### config.mk
export PLATFORM = sky130hd
export DESIGN_NAME = a2d_sched
export DESIGN_NICKNAME = d
export VERILOG_FILES = /design/src/rtl/a2d_pkg.sv /design/src/rtl/a2d_tmo_cnt.sv /design/src/rtl/a2d_sched.sv
export SDC_FILE = /design/constraint.sdc
export NUM_CORES = 1
export LEC_CHECK = 0
export ABC_AREA = 1
export BUFFER_PORTS_ARGS = -buffer_cell sky130_fd_sc_hd__buf_2
export CAP_MARGIN = 20
export CORE_AREA = 4 4 80 82
export CTS_BUF_LIST = sky130_fd_sc_hd__clkbuf_8
export CTS_CLUSTER_DIAMETER = 40
export CTS_CLUSTER_SIZE = 28
export DETAILED_ROUTE_END_ITERATION = 10
export DIE_AREA = 0 0 84 86
export HOLD_SLACK_MARGIN = 0.12
export PLACE_DENSITY_LB_ADDON = 0.1
export SLEW_MARGIN = 40
export SYNTH_ARGS = -nofsm -noshare
export SYNTH_HDL_FRONTEND = slang
export SYNTH_HIERARCHICAL = 1
export SYNTH_SLANG_ARGS = --single-unit
### constraint.sdc
create_clock -name clk -period 2.2 [get_ports clk]
set_input_delay 0 -clock clk [delete_from_list [all_inputs] [get_ports clk]]
set_output_delay 0 -clock clk [all_outputs]
set_load 0.03 [all_outputs]
### src/rtl/a2d_pkg.sv
// Shared types and constants for the A2D conversion scheduler.
package a2d_pkg;
  localparam int A2D_CMD_W = 16;
  localparam int A2D_RES_W = 12;

  localparam logic [2:0] LFT_CHNL_DEF  = 3'd0;
  localparam logic [2:0] RGHT_CHNL_DEF = 3'd4;
  localparam logic [2:0] BATT_CHNL_DEF = 3'd5;
  localparam logic [A2D_RES_W-1:0] BATT_THRES_DEF = 12'h800;
  localparam logic [A2D_RES_W-1:0] BATT_HYST      = 12'h040;

  typedef enum logic [2:0] {IDLE, CMD, WAIT_CMD, GAP, RD, WAIT_RD, NEXT} state_e;
  typedef enum logic [1:0] {SEL_LFT, SEL_RGHT, SEL_BATT} ch_sel_e;

  function automatic logic [A2D_CMD_W-1:0] build_cmd(input logic [2:0] chnl);
    return {2'b00, chnl, 11'h000};
  endfunction
endpackage

### src/rtl/a2d_tmo_cnt.sv
// SPI done timeout counter: cleared on load, counts while enabled, pulses expire on the TMO_CYC-th cycle.
module a2d_tmo_cnt #(
  parameter int TMO_CYC = 1024
) (
  input  logic clk,
  input  logic rst_n,
  input  logic load,
  input  logic en,
  output logic expire
);
  localparam int CW = $clog2(TMO_CYC + 1);

  logic [CW-1:0] cnt;

  assign expire = en && (cnt == CW'(TMO_CYC - 1));

  always_ff @(posedge clk or negedge rst_n) begin
    if (!rst_n)              cnt <= '0;
    else if (load)           cnt <= '0;
    else if (en && !expire)  cnt <= cnt + CW'(1);
  end
endmodule

### src/rtl/a2d_sched.sv
// Round scheduler for left/right load cell and battery A2D reads over a shared SPI master.
// Define BATT_HYST_EN to add a hysteresis band to batt_low.
module a2d_sched import a2d_pkg::*; #(
  parameter logic [2:0]           LFT_CHNL   = LFT_CHNL_DEF,
  parameter logic [2:0]           RGHT_CHNL  = RGHT_CHNL_DEF,
  parameter logic [2:0]           BATT_CHNL  = BATT_CHNL_DEF,
  parameter int                   BATT_DIV   = 8,
  parameter logic [A2D_RES_W-1:0] BATT_THRES = BATT_THRES_DEF,
  parameter int                   TMO_CYC    = 1024
) (
  input  logic                 clk,
  input  logic                 rst_n,
  input  logic                 nxt,
  input  logic                 done,
  input  logic [A2D_CMD_W-1:0] rd_data,
  output logic                 wrt,
  output logic [A2D_CMD_W-1:0] cmd,
  output logic [A2D_RES_W-1:0] lft_ld,
  output logic [A2D_RES_W-1:0] rght_ld,
  output logic [A2D_RES_W-1:0] batt,
  output logic                 batt_low,
  output logic                 rnd_vld,
  output logic                 ovr,
  output logic                 tmo
);
  localparam int DW = (BATT_DIV > 1) ? $clog2(BATT_DIV) : 1;

  state_e        state, nstate;
  ch_sel_e       ch;
  logic [DW-1:0] div_cnt;
  logic [2:0]    chnl;
  logic          pending, start, finish, cap, tmo_hit, expire;
  logic          batt_upd, batt_low_nxt;
  logic          rd_unused;

  assign rd_unused = ^rd_data[A2D_CMD_W-1:A2D_RES_W];

  always_comb begin
    case (ch)
      SEL_LFT:  chnl = LFT_CHNL;
      SEL_RGHT: chnl = RGHT_CHNL;
      default:  chnl = BATT_CHNL;
    endcase
  end

  assign cmd = (state == IDLE) ? '0 : build_cmd(chnl);

  a2d_tmo_cnt #(.TMO_CYC(TMO_CYC)) u_tmo (
    .clk    (clk),
    .rst_n  (rst_n),
    .load   (wrt),
    .en     ((state == WAIT_CMD) || (state == WAIT_RD)),
    .expire (expire)
  );

  always_comb begin
    nstate  = state;
    wrt     = 1'b0;
    rnd_vld = 1'b0;
    start   = 1'b0;
    finish  = 1'b0;
    cap     = 1'b0;
    tmo_hit = 1'b0;
    case (state)
      IDLE:     if (nxt || pending) begin nstate = CMD; start = 1'b1; end
      CMD:      begin wrt = 1'b1; nstate = WAIT_CMD; end
      WAIT_CMD: if (done) nstate = GAP;
                else if (expire) begin nstate = IDLE; tmo_hit = 1'b1; end
      GAP:      nstate = RD;
      RD:       begin wrt = 1'b1; nstate = WAIT_RD; end
      WAIT_RD:  if (done) begin cap = 1'b1; nstate = NEXT; end
                else if (expire) begin nstate = IDLE; tmo_hit = 1'b1; end
      NEXT:     if (ch == SEL_LFT || (ch == SEL_RGHT && div_cnt == '0)) nstate = CMD;
                else begin finish = 1'b1; rnd_vld = 1'b1; nstate = IDLE; end
      default:  nstate = IDLE;
    endcase
  end

`ifdef BATT_HYST_EN
  // Hold batt_low inside [THRES, THRES+HYST) so a noisy battery near threshold doesn't chatter.
  always_comb begin
    if (batt < BATT_THRES)
      batt_low_nxt = 1'b1;
    else if ({1'b0, batt} >= ({1'b0, BATT_THRES} + {1'b0, BATT_HYST}))
      batt_low_nxt = 1'b0;
    else
      batt_low_nxt = batt_low;
  end
`else
  assign batt_low_nxt = (batt < BATT_THRES);
`endif

  always_ff @(posedge clk or negedge rst_n) begin
    if (!rst_n) begin
      state    <= IDLE;
      ch       <= SEL_LFT;
      div_cnt  <= '0;
      pending  <= 1'b0;
      ovr      <= 1'b0;
      tmo      <= 1'b0;
      lft_ld   <= '0;
      rght_ld  <= '0;
      batt     <= '1;
      batt_upd <= 1'b0;
      batt_low <= 1'b0;
    end else begin
      state <= nstate;
      if (start)
        ch <= SEL_LFT;
      else if (state == NEXT && !finish)
        ch <= (ch == SEL_LFT) ? SEL_RGHT : SEL_BATT;
      if (finish)
        div_cnt <= (div_cnt == DW'(BATT_DIV - 1)) ? '0 : div_cnt + DW'(1);
      // One-deep trigger queue; a trigger landing on the start cycle stays queued.
      if (start)
        pending <= pending && nxt;
      else if (nxt) begin
        if (pending) ovr <= 1'b1;
        pending <= 1'b1;
      end
      if (tmo_hit) tmo <= 1'b1;
      if (cap) begin
        case (ch)
          SEL_LFT:  lft_ld  <= rd_data[A2D_RES_W-1:0];
          SEL_RGHT: rght_ld <= rd_data[A2D_RES_W-1:0];
          default:  batt    <= rd_data[A2D_RES_W-1:0];
        endcase
      end
      batt_upd <= cap && (ch == SEL_BATT);
      if (batt_upd) batt_low <= batt_low_nxt;
    end
  end
endmodule

# Yosys cells after proc, flatten, opt, wreduce, memory -nomap -nowiden
# Cells that the tools add are included.
# op_classes
n_addsub	2
order_cmp	1
eq_ne	11
n_mux	26
bitwise	2
reduce_logical	24
# ops
operator	n
$mux 11	2
$pmux 3 s7	1
$mux 3	5
$mux 14	1
$mux 1	13
$eq 3x3->1 const B	4
$lt 12x12->1 const B	1
$add 11x1->11 const B	1
$eq 11x10->1 const B	1
$eq 3x2->1 const B	2
$logic_and 1x1->1	6
$logic_not 3->1	2
$mux 2	3
$pmux 3 s2	1
$reduce_and 2->1	3
$reduce_bool 2->1	3
$reduce_or 2->1	3
$add 3x1->3 const B	1
$eq 3x1->1 const B	1
$logic_or 1x1->1	3
$reduce_and 3->1	1
$eq 2x1->1 const B	1
$eq 2x2->1 const B	1
$logic_not 1->1	2
other kinds (3)	4
# totals
regBits	60
inputBits	20
out_inout_bits	57
word_cells	78

# Longest topological paths before layout
# logic_depth
ltp_word	9
depth_mapped	10
mapped_depth_nobuf	10

# Hierarchy
# The synthesis kept the hierarchy.
# by_module_without_submodules
mod	n_inst	cells_per_inst	area_per_inst_um2	seq_area_each_um2
a2d_sched	1	228	2290.9	1241.2
a2d_tmo_cnt	1	100	728.2	275.3

# Worst setup path after synthesis
# No wires, ideal clock.
# synth_path
kind	flip-flop to flip-flop
from	reg state[1]
to	reg u_tmo.cnt[0]
setup_time_ps	117
t_arrival_ps	1512
required_ps	2083
path_slack_ps	571
stages_incl_launch_ff	8
n_path_buf	1
period_less_slack_ps	1629
path_cell_list	dfrtp_1 nor2_1 nand2_1 nand2_1 clkinv_1 buf_2 nand3_1 nand2_1
# synth_between
elab_cells_between_ends	12
classes_between	eq/ne: 4; mux: 2; reduce/logical: 6
# synth_lines
element	line_no	source
from (decl)	a2d_sched.sv:28	state_e state, nstate;
from (signal assigned)	a2d_sched.sv:107	state <= nstate;
$eq 3x3->1 or $eq 3x1->1 (tied branches)	a2d_sched.sv:64	case (state)
$reduce_or 2->1 (no source line) *	--	
$mux 1 *	a2d_sched.sv:64	
named net wrt	a2d_sched.sv:16	output logic wrt,
$mux 11 or $reduce_bool 2->1 (tied branches)	--	
to (signal assigned)	a2d_tmo_cnt.sv:20	else if (en && !expire) cnt <= cnt + CW'(1);
to (decl)	a2d_tmo_cnt.sv:13	logic [CW-1:0] cnt;
# The timed path passes the listed nets; every way through them passes the cells marked *.
# A chain may end at the register's enable or synchronous reset.

# Final worst setup path
# layout_path
from	reg state[0]
to	reg state[1]
# layout_between
elab_chain_cells	6
elab_cells_between_ends	14
classes_between	eq/ne: 7; mux: 4; reduce/logical: 3
# layout_lines
element	line_no	source
$eq 3x2->1 or $eq 3x3->1 (tied branches)	a2d_sched.sv:52	.en ((state == WAIT_CMD) || (state == WAIT_RD)),
$logic_or 1x1->1 *	a2d_sched.sv:52	
$logic_and 1x1->1 *	a2d_tmo_cnt.sv:15	assign expire = en && (cnt == CW'(TMO_CYC - 1));
named net expire	a2d_sched.sv:32	logic pending, start, finish, cap, tmo_hit, expire;
$mux 3 *	--	
$mux 3 (on tied branches)	--	
$pmux 3 s7 *	a2d_sched.sv:64	
# Marked as above.

==> flow_metrics.py <==
metrics = {
    "logic_synthesis": {
        "netlist-cell-type-count": 30,
        "avgSynthCellArea_um2": 9.20,
        "syn-cell-area_um2": 3020,
        "netlist.top_cell.by_area": "dfrtp_1",
        "synth_cells": 328,
        "yosys-top-cells-count": "nand2_1 (69), dfrtp_1 (48), inv_1 (36)",
        "synth_most_common_cell": "nand2_1",
        "synth_enable_flop_cells": 0,
        "ys_seq_area_frac": 0.502,
        "synth.area.top_cells": "dfrtp_1 (40%), dfstp_2 (10%), nand2_1 (8.6%)",
        "synth-seq-cells": 60,
        "ys.warnings.count": 6,
        "synth-main-ff-cell": "dfrtp_1",
        "synth_top_area_share": 0.398,
        "synthArstFlopShare": 1.00,
    },
    "place": {
        "post-place-ws_ps": 438,
        "portBuffers": 58,
        "gp_congestion": 0.812,
        "dp_hpwl_mm": 3.95,
    },
    "final_layout": {
        "seqCellArea_um2": 1520,
        "nNetsFinal": 427,
        "syn2layout_area_growth_pct": 19.9,
        "drive_above_1_share": 0.330,
        "diodes": 0,
        "fillers": 511,
        "multi_input_area_um2": 1210,
    },
    "worst_setup_path": {
        "critical_path.endpoint_type": "flop",
        "critPathArrivalTime_ps": 2000,
        "crit_start": "state[0]$_DFFE_PN0P_",
        "start_kind": "flop",
        "reg2reg_from": "state[0]$_DFFE_PN0P_",
        "crit_required_ps": 2410,
        "cp_max_fo": 5,
        "critical_path_class": "flop to flop",
    },
    "power": {
        "peakVddDrop_mv": 0.698,
        "leakagePower_nw": 1.90,
        "power.density_nw_per_um2": 1150,
    },
    "sta": {
        "slew_headroom": 0.638,
        "fin_crit_sh": 0.814,
        "fin_ws_ps": 410,
        "fin_skew_ps": 5.88,
        "rsz0062_at_grt": "false",
        "max_freq_mhz": 559,
        "finalSetupTns_ps": 0,
        "hold_viol": 0,
        "min_period_ps": 1790,
        "setup_violations": 0,
        "maxSlewViolCount": 0,
        "worst_slew_pin_slew_ps": 544,
    },
    "clock_network": {
        "clkTransAtPathRegs_ps": 60,
        "cts.sinks": 60,
        "clk_latency_ps": 330,
        "cts_root_buf": "clkbuf_8",
        "cts_max_level": 3,
        "clockBufferDepth": 2,
        "cts_setup_buffers": 0,
        "cts_tree": "done",
        "cts_buffers": 9,
    },
    "global_route": {
        "grt_use_met1": 0.217,
        "grt_pass1_vias": 2153,
        "grt_overflow": 0,
        "grt_first_pass_wirelength_mm": 9.98,
        "antenna_found_initial": 0,
        "grt_use_total": 0.174,
        "grt_util_met3": 0.0509,
        "grt_max_degree": 61,
        "grt_use_met2": 0.279,
        "busiest_layer": "met2",
    },
    "detailed_routing": {
        "drt-total-wl_mm": 5.75,
        "dr_total_vias": 2261,
        "drtPass1Iterations": 4,
        "drcViolationCount": 0,
        "initialDrtViolationCount": 79,
        "routed_via_density": 4.70,
        "postRouteAntennaNets": 0,
        "avgRoutedWirePerCell_um": 12.0,
    },
    "floorplan": {
        "num_rows": 28,
        "die_y_um": 86,
        "die_x_um": 84,
        "core-area_um2": 5750,
        "initial_utilization": 0.525,
        "io-pin-count": 77,
        "die_area_um2": 7220,
    },
    "worst_hold_path": {
        "hold_class": "input pin to asynchronous set/reset pin",
    },
    "run_status": {
        "status": "completed",
    },
    "flow_run": {
        "drv_cap": 0,
    },
}
[through the flow]
| stage | hold WS (ps) | instance area, um^2 | util | cells | power, mW |
|---|---|---|---|---|---|
| 2_1_floorplan | -296 | 3070 | - | 341 | 2.81 |
| 3_3_place_gp | 202 | 3260 | 0.568 | 452 | 3.13 |
| 3_5_place_dp | 208 | 3260 | 0.568 | 452 | 3.15 |
| 4_1_cts | 376 | 3620 | 0.629 | 481 | 4.24 |
| 5_1_grt | 340 | 3620 | 0.630 | 481 | 4.49 |
| 6_report | 259 | 3620 | 0.630 | 481 | 4.17 |
[worst paths after layout]
kind	end	slack [ps]	cells after the start
setup / recovery	state[1]$_DFFE_PN0P_	410	9
hold / removal	ovr$_DFFE_PN0P_	260	3
setup reg to reg	state[1]$_DFFE_PN0P_	410	9
hold reg to reg	batt_low$_DFFE_PN0P_	460	1
max in group asynchronous	batt[8]$_DFFE_PN1P_	1540	3
min in group clk	batt_low$_DFFE_PN0P_	460	1
[worst max-delay path, stage by stage (launching register included)]
cell and delay [ps]:
dfrtp_1 450, inv_1 130, nand3_1 130, nand2_1 210
inv_1 90, nor2_1 150, inv_1 70, a21oi_1 110
o21ai_0 70, or2_2 260
[registers in the layout (all words and copies together), names as in the netlist]
signal	flops
tmo	1
state	3
ch	2
batt_low	1
rght_ld	12
ovr	1
pending	1
lft_ld	12
u_tmo/cnt	11
batt_upd	1
batt	12
div_cnt	3
[layout make-up]
| cell class | instances | area share |
|---|---|---|
| clock inverters | 5 | 0.0218 |
| multi-input cells | 220 | 0.335 |
| clock buffers | 9 | 0.0342 |
| inverters | 38 | 0.0394 |
| flip-flops and latches | 60 | 0.419 |
| well taps | 75 | 0.0259 |
| repair buffers | 74 | 0.125 |
[routing by layer]
metal / wire length (um) / part of all wire / vias to the layer above
li1: - / - / 1165
met1: 2590 / 0.45 / 1038
met2: 2740 / 0.48 / 49
met3: 336 / 0.058 / 9
met4: 84 / 0.015 / 0
met5: 0 / 0 / -
[layout by cell type, fill, tap and decap left out, types with 10 or more instances in the layout]
| cell | netlist | final |
|---|---|---|
| buf_2 | 1 | 58 |
| conb_1 | 1 | 14 |
| dfrtp_1 | 48 | 48 |
| dfstp_2 | 12 | 12 |
| dlygate4sd3_1 | 0 | 15 |
| inv_1 | 36 | 36 |
| nand2_1 | 69 | 69 |
| nand2_2 | 10 | 10 |
| nand3_1 | 24 | 24 |
| nor2_1 | 23 | 23 |
| o21ai_1 | 14 | 14 |
| o21ai_2 | 24 | 24 |
[kinds of logic (layout without fill, tap and decap cells)]
group,count (synthesis),count (layout),synth area share
adders and majority gates,4,4,0.0166
other,1,14,0.00124
and+or+nand+nor,144,144,0.238
AOI/OAI and AO/OA,58,58,0.129
buffers and inverters,61,126,0.112
DFF,60,60,0.502
[what timing repair did]
item / in CTS / in global routing
resized for setup: 0 / 0
hold endpoints to repair: 91 / 0
hold buffers: 15 / 0
endpoints found under the setup margin: 0 / 0
[power by group]
part	switching (mW)	total, mW	internal (mW)
clock	0.406	1.03	0.622
combinational	1.09	1.55	0.458
sequential	0.195	1.59	1.40
total	1.69	4.17	2.48
Note: power is estimated with default switching activity, not from simulation.
